==> src/rtl/fetch_stage_pkg.sv <==
// Shared pipeline definitions: opcode constants, the bubble instruction word
// and the fetch-stage state encoding.
package fetch_stage_pkg;

  // Primary opcodes (instr[31:26]) seen by the decode-stage control unit.
  localparam logic [5:0] RTYPE = 6'b000000;
  localparam logic [5:0] LW    = 6'b100011;
  localparam logic [5:0] SW    = 6'b101011;
  localparam logic [5:0] BEQ   = 6'b000100;
  localparam logic [5:0] NOP   = 6'b100000;

  // Pipeline bubble: NOP opcode with every other field zero.
  localparam logic [31:0] NOP_INSTR_WORD = {NOP, 26'd0};

  // Fetch controller states.
  typedef enum logic [1:0] {
    RST_S = 2'd0,  // first cycle after reset, no request yet
    REQ   = 2'd1,  // request outstanding at addr_q
    HOLD  = 2'd2,  // fetched word parked in the hold buffer during a stall
    DROP  = 2'd3   // request to a squashed address still outstanding
  } fetch_state_e;

endpackage

==> src/rtl/fetch_stage_if.sv <==
// Instruction-memory read channel: req/ack handshake with variable latency.
// The fetch stage is the master; the memory is the slave.
interface fetch_stage_if;

  logic        imem_req;
  logic [31:0] imem_addr;
  logic        imem_ack;
  logic [31:0] imem_rdata;

  modport master (
    output imem_req,
    output imem_addr,
    input  imem_ack,
    input  imem_rdata
  );

  modport slave (
    input  imem_req,
    input  imem_addr,
    output imem_ack,
    output imem_rdata
  );

endinterface

==> src/rtl/fetch_stage_if_id_reg.sv <==
// IF/ID pipeline register. Flush (insert bubble) wins over load; with neither
// asserted the register holds its contents.
module fetch_stage_if_id_reg
  import fetch_stage_pkg::*;
#(
  parameter logic [31:0] NOP_INSTR = NOP_INSTR_WORD
) (
  input  logic        clk,
  input  logic        rst,
  input  logic        i_load,
  input  logic        i_flush,
  input  logic [31:0] i_instr,
  input  logic [31:0] i_npc,
  output logic [31:0] o_instr,
  output logic [31:0] o_npc,
  output logic        o_valid
);

  logic [31:0] r_instr;
  logic [31:0] r_npc;
  logic        r_valid;

  // Register update: bubble on reset/flush, capture on load, otherwise hold.
  always_ff @(posedge clk or posedge rst) begin
    if (rst) begin
      r_instr <= NOP_INSTR;
      r_npc   <= 32'd0;
      r_valid <= 1'b0;
    end else if (i_flush) begin
      r_instr <= NOP_INSTR;
      r_npc   <= 32'd0;
      r_valid <= 1'b0;
    end else if (i_load) begin
      r_instr <= i_instr;
      r_npc   <= i_npc;
      r_valid <= 1'b1;
    end
  end

  assign o_instr = r_instr;
  assign o_npc   = r_npc;
  assign o_valid = r_valid;

endmodule

==> src/rtl/fetch_stage.sv <==
// Instruction-fetch stage of the 5-stage MIPS pipeline. Owns the PC, drives a
// req/ack instruction-memory read, parks a fetched word in a one-entry hold
// buffer while decode stalls, and squashes in-flight fetches on a redirect.
module fetch_stage
  import fetch_stage_pkg::*;
#(
  parameter logic [31:0] RESET_PC  = 32'h0000_0000,
  parameter logic [31:0] NOP_INSTR = NOP_INSTR_WORD,
  parameter logic [31:0] PC_STEP   = 32'd4
) (
  input  logic                 clk,
  input  logic                 rst,
  input  logic                 stall,
  input  logic                 branch_taken,
  input  logic [31:0]          branch_target,
  fetch_stage_if.master        imem,
  output logic [31:0]          if_id_instr,
  output logic [31:0]          if_id_npc,
  output logic                 if_id_valid
);

  // Sequential PC increment; wraps modulo 2^32, low bits pass through.
  function automatic logic [31:0] f_pc_inc(input logic [31:0] pc);
    return pc + PC_STEP;
  endfunction

  fetch_state_e r_state;
  fetch_state_e w_state_nxt;
  logic [31:0]  r_pc;
  logic [31:0]  w_pc_nxt;
  logic [31:0]  r_addr_q;
  logic [31:0]  w_addr_nxt;
  logic [31:0]  r_buf_instr;
  logic [31:0]  r_buf_npc;
  logic [31:0]  w_pc_inc;
  logic         w_buf_load;
  logic         w_buf_clear;
  logic         w_ifid_load;
  logic         w_ifid_flush;
  logic [31:0]  w_ifid_instr;
  logic [31:0]  w_ifid_npc;

  assign w_pc_inc = f_pc_inc(r_pc);

  // A request is on the bus whenever a fetch is outstanding, including a
  // squashed one that cannot be withdrawn.
  assign imem.imem_req  = (r_state == REQ) || (r_state == DROP);
  assign imem.imem_addr = r_addr_q;

  // State, PC, request address and hold buffer registers.
  always_ff @(posedge clk or posedge rst) begin
    if (rst) begin
      r_state     <= RST_S;
      r_pc        <= RESET_PC;
      r_addr_q    <= RESET_PC;
      r_buf_instr <= 32'd0;
      r_buf_npc   <= 32'd0;
    end else begin
      r_state  <= w_state_nxt;
      r_pc     <= w_pc_nxt;
      r_addr_q <= w_addr_nxt;
      if (w_buf_clear) begin
        r_buf_instr <= 32'd0;
        r_buf_npc   <= 32'd0;
      end else if (w_buf_load) begin
        r_buf_instr <= imem.imem_rdata;
        r_buf_npc   <= w_pc_inc;
      end
    end
  end

  // Next-state and control decode; priority is redirect > stall > normal.
  // The request address only moves on entry to REQ, so it never changes
  // under an unacknowledged request.
  always_comb begin
    w_state_nxt  = r_state;
    w_pc_nxt     = r_pc;
    w_addr_nxt   = r_addr_q;
    w_buf_load   = 1'b0;
    w_buf_clear  = 1'b0;
    w_ifid_load  = 1'b0;
    w_ifid_flush = 1'b0;
    w_ifid_instr = imem.imem_rdata;
    w_ifid_npc   = w_pc_inc;

    unique case (r_state)
      RST_S: begin
        w_state_nxt = REQ;
        w_addr_nxt  = r_pc;
      end

      REQ: begin
        if (branch_taken) begin
          w_ifid_flush = 1'b1;
          w_buf_clear  = 1'b1;
          w_pc_nxt     = branch_target;
          if (imem.imem_ack) begin
            // Same-cycle response belongs to the squashed path: drop it.
            w_state_nxt = REQ;
            w_addr_nxt  = branch_target;
          end else begin
            w_state_nxt = DROP;
          end
        end else if (imem.imem_ack) begin
          if (stall) begin
            w_buf_load  = 1'b1;
            w_state_nxt = HOLD;
          end else begin
            w_ifid_load = 1'b1;
            w_pc_nxt    = w_pc_inc;
            w_addr_nxt  = w_pc_inc;
          end
        end else if (!stall) begin
          w_ifid_flush = 1'b1;
        end
      end

      HOLD: begin
        if (branch_taken) begin
          w_ifid_flush = 1'b1;
          w_buf_clear  = 1'b1;
          w_pc_nxt     = branch_target;
          w_addr_nxt   = branch_target;
          w_state_nxt  = REQ;
        end else if (!stall) begin
          w_ifid_load  = 1'b1;
          w_ifid_instr = r_buf_instr;
          w_ifid_npc   = r_buf_npc;
          w_pc_nxt     = w_pc_inc;
          w_addr_nxt   = w_pc_inc;
          w_state_nxt  = REQ;
        end
      end

      DROP: begin
        if (branch_taken) begin
          // A further redirect only retargets the PC; the stale request
          // still has to be drained.
          w_ifid_flush = 1'b1;
          w_buf_clear  = 1'b1;
          w_pc_nxt     = branch_target;
          if (imem.imem_ack) begin
            w_state_nxt = REQ;
            w_addr_nxt  = branch_target;
          end
        end else if (imem.imem_ack) begin
          w_state_nxt = REQ;
          w_addr_nxt  = r_pc;
        end
      end

      default: begin
        w_state_nxt = RST_S;
      end
    endcase
  end

  fetch_stage_if_id_reg #(
    .NOP_INSTR (NOP_INSTR)
  ) u_if_id_reg (
    .clk     (clk),
    .rst     (rst),
    .i_load  (w_ifid_load),
    .i_flush (w_ifid_flush),
    .i_instr (w_ifid_instr),
    .i_npc   (w_ifid_npc),
    .o_instr (if_id_instr),
    .o_npc   (if_id_npc),
    .o_valid (if_id_valid)
  );

endmodule

==> src/flat_wrapper.sv <==
// flat-port wrapper written by rule: the top's interface ports become plain ports
module fetch_stage_flat import fetch_stage_pkg::*;
#(
  parameter logic [31:0] RESET_PC  = 32'h0000_0000,
  parameter logic [31:0] NOP_INSTR = NOP_INSTR_WORD,
  parameter logic [31:0] PC_STEP   = 32'd4
)
  (clk, rst, stall, branch_taken, branch_target, if_id_instr, if_id_npc, if_id_valid, imem_imem_req, imem_imem_addr, imem_imem_ack, imem_imem_rdata);
  fetch_stage_if imem_i ();
  input  logic clk;
  input  logic rst;
  input  logic stall;
  input  logic branch_taken;
  input  logic [31:0] branch_target;
  output logic [31:0] if_id_instr;
  output logic [31:0] if_id_npc;
  output logic if_id_valid;
  output wire logic [$bits(imem_i.imem_req)-1:0] imem_imem_req;
  output wire logic [$bits(imem_i.imem_addr)-1:0] imem_imem_addr;
  input wire logic [$bits(imem_i.imem_ack)-1:0] imem_imem_ack;
  input wire logic [$bits(imem_i.imem_rdata)-1:0] imem_imem_rdata;
  assign imem_imem_req = imem_i.imem_req;
  assign imem_imem_addr = imem_i.imem_addr;
  assign imem_i.imem_ack = imem_imem_ack;
  assign imem_i.imem_rdata = imem_imem_rdata;
  fetch_stage #(.RESET_PC(RESET_PC), .NOP_INSTR(NOP_INSTR), .PC_STEP(PC_STEP)) u_core (.clk(clk), .rst(rst), .stall(stall), .branch_taken(branch_taken), .branch_target(branch_target), .imem(imem_i), .if_id_instr(if_id_instr), .if_id_npc(if_id_npc), .if_id_valid(if_id_valid));
endmodule
==> config.mk <==
export PLATFORM = sky130hd
export DESIGN_NAME = fetch_stage_flat
export DESIGN_NICKNAME = d
export VERILOG_FILES = /design/src/rtl/fetch_stage_pkg.sv /design/src/rtl/fetch_stage_if.sv /design/src/rtl/fetch_stage_if_id_reg.sv /design/src/rtl/fetch_stage.sv /design/src/flat_wrapper.sv
export SDC_FILE = /design/constraint.sdc
export NUM_CORES = 1
export LEC_CHECK = 0
export CORE_ASPECT_RATIO = 1.4
export CORE_UTILIZATION = 41
export DETAILED_ROUTE_END_ITERATION = 6
export PLACE_DENSITY = 0.72
export RECOVER_POWER = 25
export SYNTH_ARGS = -nofsm -noshare
export SYNTH_HDL_FRONTEND = slang
export SYNTH_HIERARCHICAL = 1
export SYNTH_SLANG_ARGS = --single-unit
export TNS_END_PERCENT = 5
==> constraint.sdc <==
create_clock -name clk -period 6.1 [get_ports clk]
set_clock_uncertainty 0.1 [all_clocks]
set_input_delay 1.83 -clock clk [delete_from_list [all_inputs] [get_ports clk]]
set_output_delay 1.83 -clock clk [all_outputs]
set_load 0.01 [all_outputs]
==> run_results.csv <==
group,metric,value,unit
clock_network,numCtsBuffers,17,
job,drv_cap,2,
floorplan,initial_core_util,0.4165,
global_routing,grt-ovfl-total,0,
worst_setup_path,critical_path.cell_chain,"dlygate4sd3_1, inv_1",
cells_and_area,layoutNonFillerInstCount,1781,
outcome,failed_checks,"DRC, capacitance limit, slew limit",
worst_setup_path,r2r_slack,2.71,ns
clock_network,clk_latency,0.44,ns
clock_network,postCtsHoldBufs,0,
worst_setup_path,rr_worst_depth,7,
global_routing,track_usage,0.2620,
cells_and_area,fin_nets,1472,
floorplan,die_height,200.0,um
synth,ys_types,67,
worst_setup_path,cpLargestDelayFamily,"buffers and inverters",
placement,gp_congestion,0.9427,
timing,tightest_slew,2.842,ns
synth,yosys_register_bits,195,
power_and_ir_drop,internal_power,3.825,mW
timing,grt_setup_unrepaired,"no",
floorplan,core-area,27570,um^2
worst_setup_path,critical_path_required,5.93,ns
worst_setup_path,timing.rr.start,"u_core/r_state[0]",
timing,min_period,4.593,ns
worst_setup_path,crit_arrival,4.42,ns
worst_setup_path,timing.critical_path.buf_inv,2,
timing,fin_tns_setup,0,ns
routing,wirelength,36530,um
hold_path,holdPathStages,2,
placement,port_buffers,166,
floorplan,num_rows,72,
timing,drv_slew,113,
power_and_ir_drop,p_comb_frac,0.479,
routing,firstDrtPassIters,7,
routing,vias,10600,
routing,drc_errors,18,
routing,wire_per_inst,20.51,um
timing,max_freq,217.7,MHz
clock_network,cts_root_buffer,"clkbuf_16",
hold_path,min-delay-start,"u_core/imem.imem_addr[1]",
worst_setup_path,critPathLaunchType,"primary input",
synth,synth-main-ff-cell,"dfrtp_1",
timing,max-slew-margin-rel,-0.8967,
power_and_ir_drop,p_per_area,485.2,nW/um^2
floorplan,dieWidth,143.4,um
clock_network,htree_levels,4,
global_routing,antenna_found_initial,0,
routing,vias_per_cell,5.951,
hold_path,holdCritPathClass,"reg -> reg",
synth,synth_area,11480,um^2
worst_setup_path,max_stage_delay,2.01,ns
cells_and_area,drive_gt1_frac,0.09709,
clock_network,cts_sinks,195,
outcome,status,"finished, violations left",
global_routing,grt_pass1_wl,57640,um
clock_network,cts_resized,0,
synth,synthCells,1314,
synth,synth_warnings,6,
timing,hold_viol_final,0,
placement,place_inst,1749,
power_and_ir_drop,ir_drop,0.2453,mV
clock_network,postCtsSetupRepairBufs,0,
synth,async_flop_share,1.000,
routing,ant_nets,0,
synth,syn_area_per_cell,8.738,um^2
timing,finalCritPeriodShare,0.7529,
synth,synth_edf_count,0,
worst_setup_path,worstSetupPathType,"in -> async",
power_and_ir_drop,leakage,5.805,nW
clock_network,cts_tree,"done",
worst_setup_path,reg2reg_to,"u_core/r_pc[20]",
global_routing,grt_pass1_vias,10370,
power_and_ir_drop,pwr-share-clk,0.177,
worst_setup_path,critical_path_depth,2,
power_and_ir_drop,p_seq_frac,0.344,
power_and_ir_drop,power.switching,2.905,mW
floorplan,ios,167,
synth,synth_fp_nets,1388,
cells_and_area,area_growth_syn_to_layout,20.81,%
synth,yosysSeqAreaShare,0.4251,
cells_and_area,antennaDiodeCount,0,
timing,setup_viol,0,
clock_network,clockBufferDepth,2,
worst_setup_path,path_max_fanout,68,
placement,dp_hpwl,23990,um
worst_setup_path,critPathCaptureType,"async pin",
cells_and_area,fin_util,0.5032,
global_routing,grt_max_degree,94,
floorplan,dieArea,28690,um^2
power_and_ir_drop,switching_share,0.4316,
routing,first_iter_violations,1134,
worst_setup_path,crit_slowest_cell,"inv_1",
hold_path,worstHoldEndpoint,"u_core/imem.imem_addr[1]",
cells_and_area,fillers,2603,
clock_network,path_clk_slew,0.08,ns
[Yosys cell counts (6+ instances only)]
cell type,count,share of area
mux2i_1,81,0.071
inv_1,13,0.0043
a221o_1,10,0.0087
mux2_2,54,0.053
dfrtp_1,194,0.42
and4_1,6,0.0046
a31oi_1,23,0.013
nand4_1,12,0.0065
nor2_1,182,0.059
clkbuf_1,84,0.027
xor2_1,11,0.0084
buf_2,17,0.0074
xnor2_1,17,0.013
nor3_1,20,0.0087
buf_1,14,0.0046
a21oi_1,80,0.035
o22ai_1,20,0.011
nand3_1,79,0.034
o22a_1,6,0.0046
a22oi_1,8,0.0052
a211oi_1,6,0.0039
o21ai_0,93,0.041
a221oi_1,18,0.014
or3_1,14,0.0076
o211ai_1,6,0.0039
nand2_1,149,0.049
[layout make-up]
cell class              instances  area, um^2  share of cell area
clock buffers                  19       452.9             0.03265
well taps                     370       462.9             0.03337
inverters                      15       56.30            0.004059
flip-flops and latches        195        4881              0.3519
clock inverters                13       167.7             0.01209
repair buffers                192        1859              0.1340
multi-input cells             977        5992              0.4319
[power groups by stage]
stage	Combinational (mW)	Clock, mW	Sequential, mW
after floorplan	2.04	0	2.16
after global placement	3.09	0	2.30
after detailed placement	3.17	0	2.32
after CTS	3.19	1.22	2.30
after global routing	3.51	1.27	2.38
final	3.22	1.19	2.32
[cells by family (layout without fill, tap and decap cells)]
kind of cell / after synthesis / after routing / synth area share
xor gates and xnor gates: 28 / 28 / 0.02136
DFF: 195 / 195 / 0.4251
adders and majority gates: 5 / 5 / 0.005448
AOI/OAI and AO/OA: 319 / 319 / 0.1755
and+or+nand+nor: 490 / 490 / 0.1919
buffers and inverters: 142 / 239 / 0.05710
muxes: 135 / 135 / 0.1236
[sequential cells by signal, indices dropped and copies added (netlist names)]
signal	cells
u_core/r_pc	32
u_core/r_buf_instr	32
u_core/r_state	2
u_core/u_if_id_reg/o_npc	32
u_core/r_buf_npc	32
u_core/u_if_id_reg/o_instr	32
u_core/imem.imem_addr	32
u_core/u_if_id_reg/o_valid	1
[layout by cell type (no fill, tap or decap), types with 12 or more instances in the layout]
cell             instances
nand4_1                 12
xnor2_1                 17
o22ai_1                 20
or3_1                   14
nor3_1                  19
clkbuf_16               17
nor2_1                 179
mux2i_1                 81
a31oi_1                 23
a221oi_1                18
o21ai_0                 92
buf_4                   25
inv_1                   13
clkdlybuf4s50_1        163
dfrtp_1                194
mux2_2                  54
nand3_1                 79
nand2_1                148
a21oi_1                 80
[worst max-delay path by stage]
stage	startpoint	endpoint	slack [ns]
CTS	u_core/r_state[0]	imem_imem_req	1.61
global route	rst	u_core/imem.imem_addr[30]	0.93
floorplan	rst	u_core/imem.imem_addr[0]	0.70
detailed placement	stall	u_core/r_pc[3]	1.55
finish	rst	u_core/imem.imem_addr[30]	1.51
global placement	stall	u_core/r_pc[3]	1.65
[layer usage]
metal  global-route usage  part of all wire
met1               0.3308              0.40
met2               0.4295              0.48
met3              0.06226             0.085
met4               0.1064             0.030
met5                    0                 0
[stage by stage]
| step | total power, mW | setup slack, ns | hold slack, ns | cell area [um^2] |
|---|---|---|---|---|
| 2_1_floorplan | 4.196 | 0.7007 | 0.3625 | 11480 |
| 3_3_place_gp | 5.394 | 1.651 | 0.3731 | 13250 |
| 3_5_place_dp | 5.488 | 1.555 | 0.3766 | 13250 |
| 4_1_cts | 6.703 | 1.615 | 0.3892 | 13870 |
| 5_1_grt | 7.158 | 0.9271 | 0.4164 | 13870 |
| 6_report | 6.731 | 1.507 | 0.3838 | 13870 |
Power figures use the tool's default switching activity.
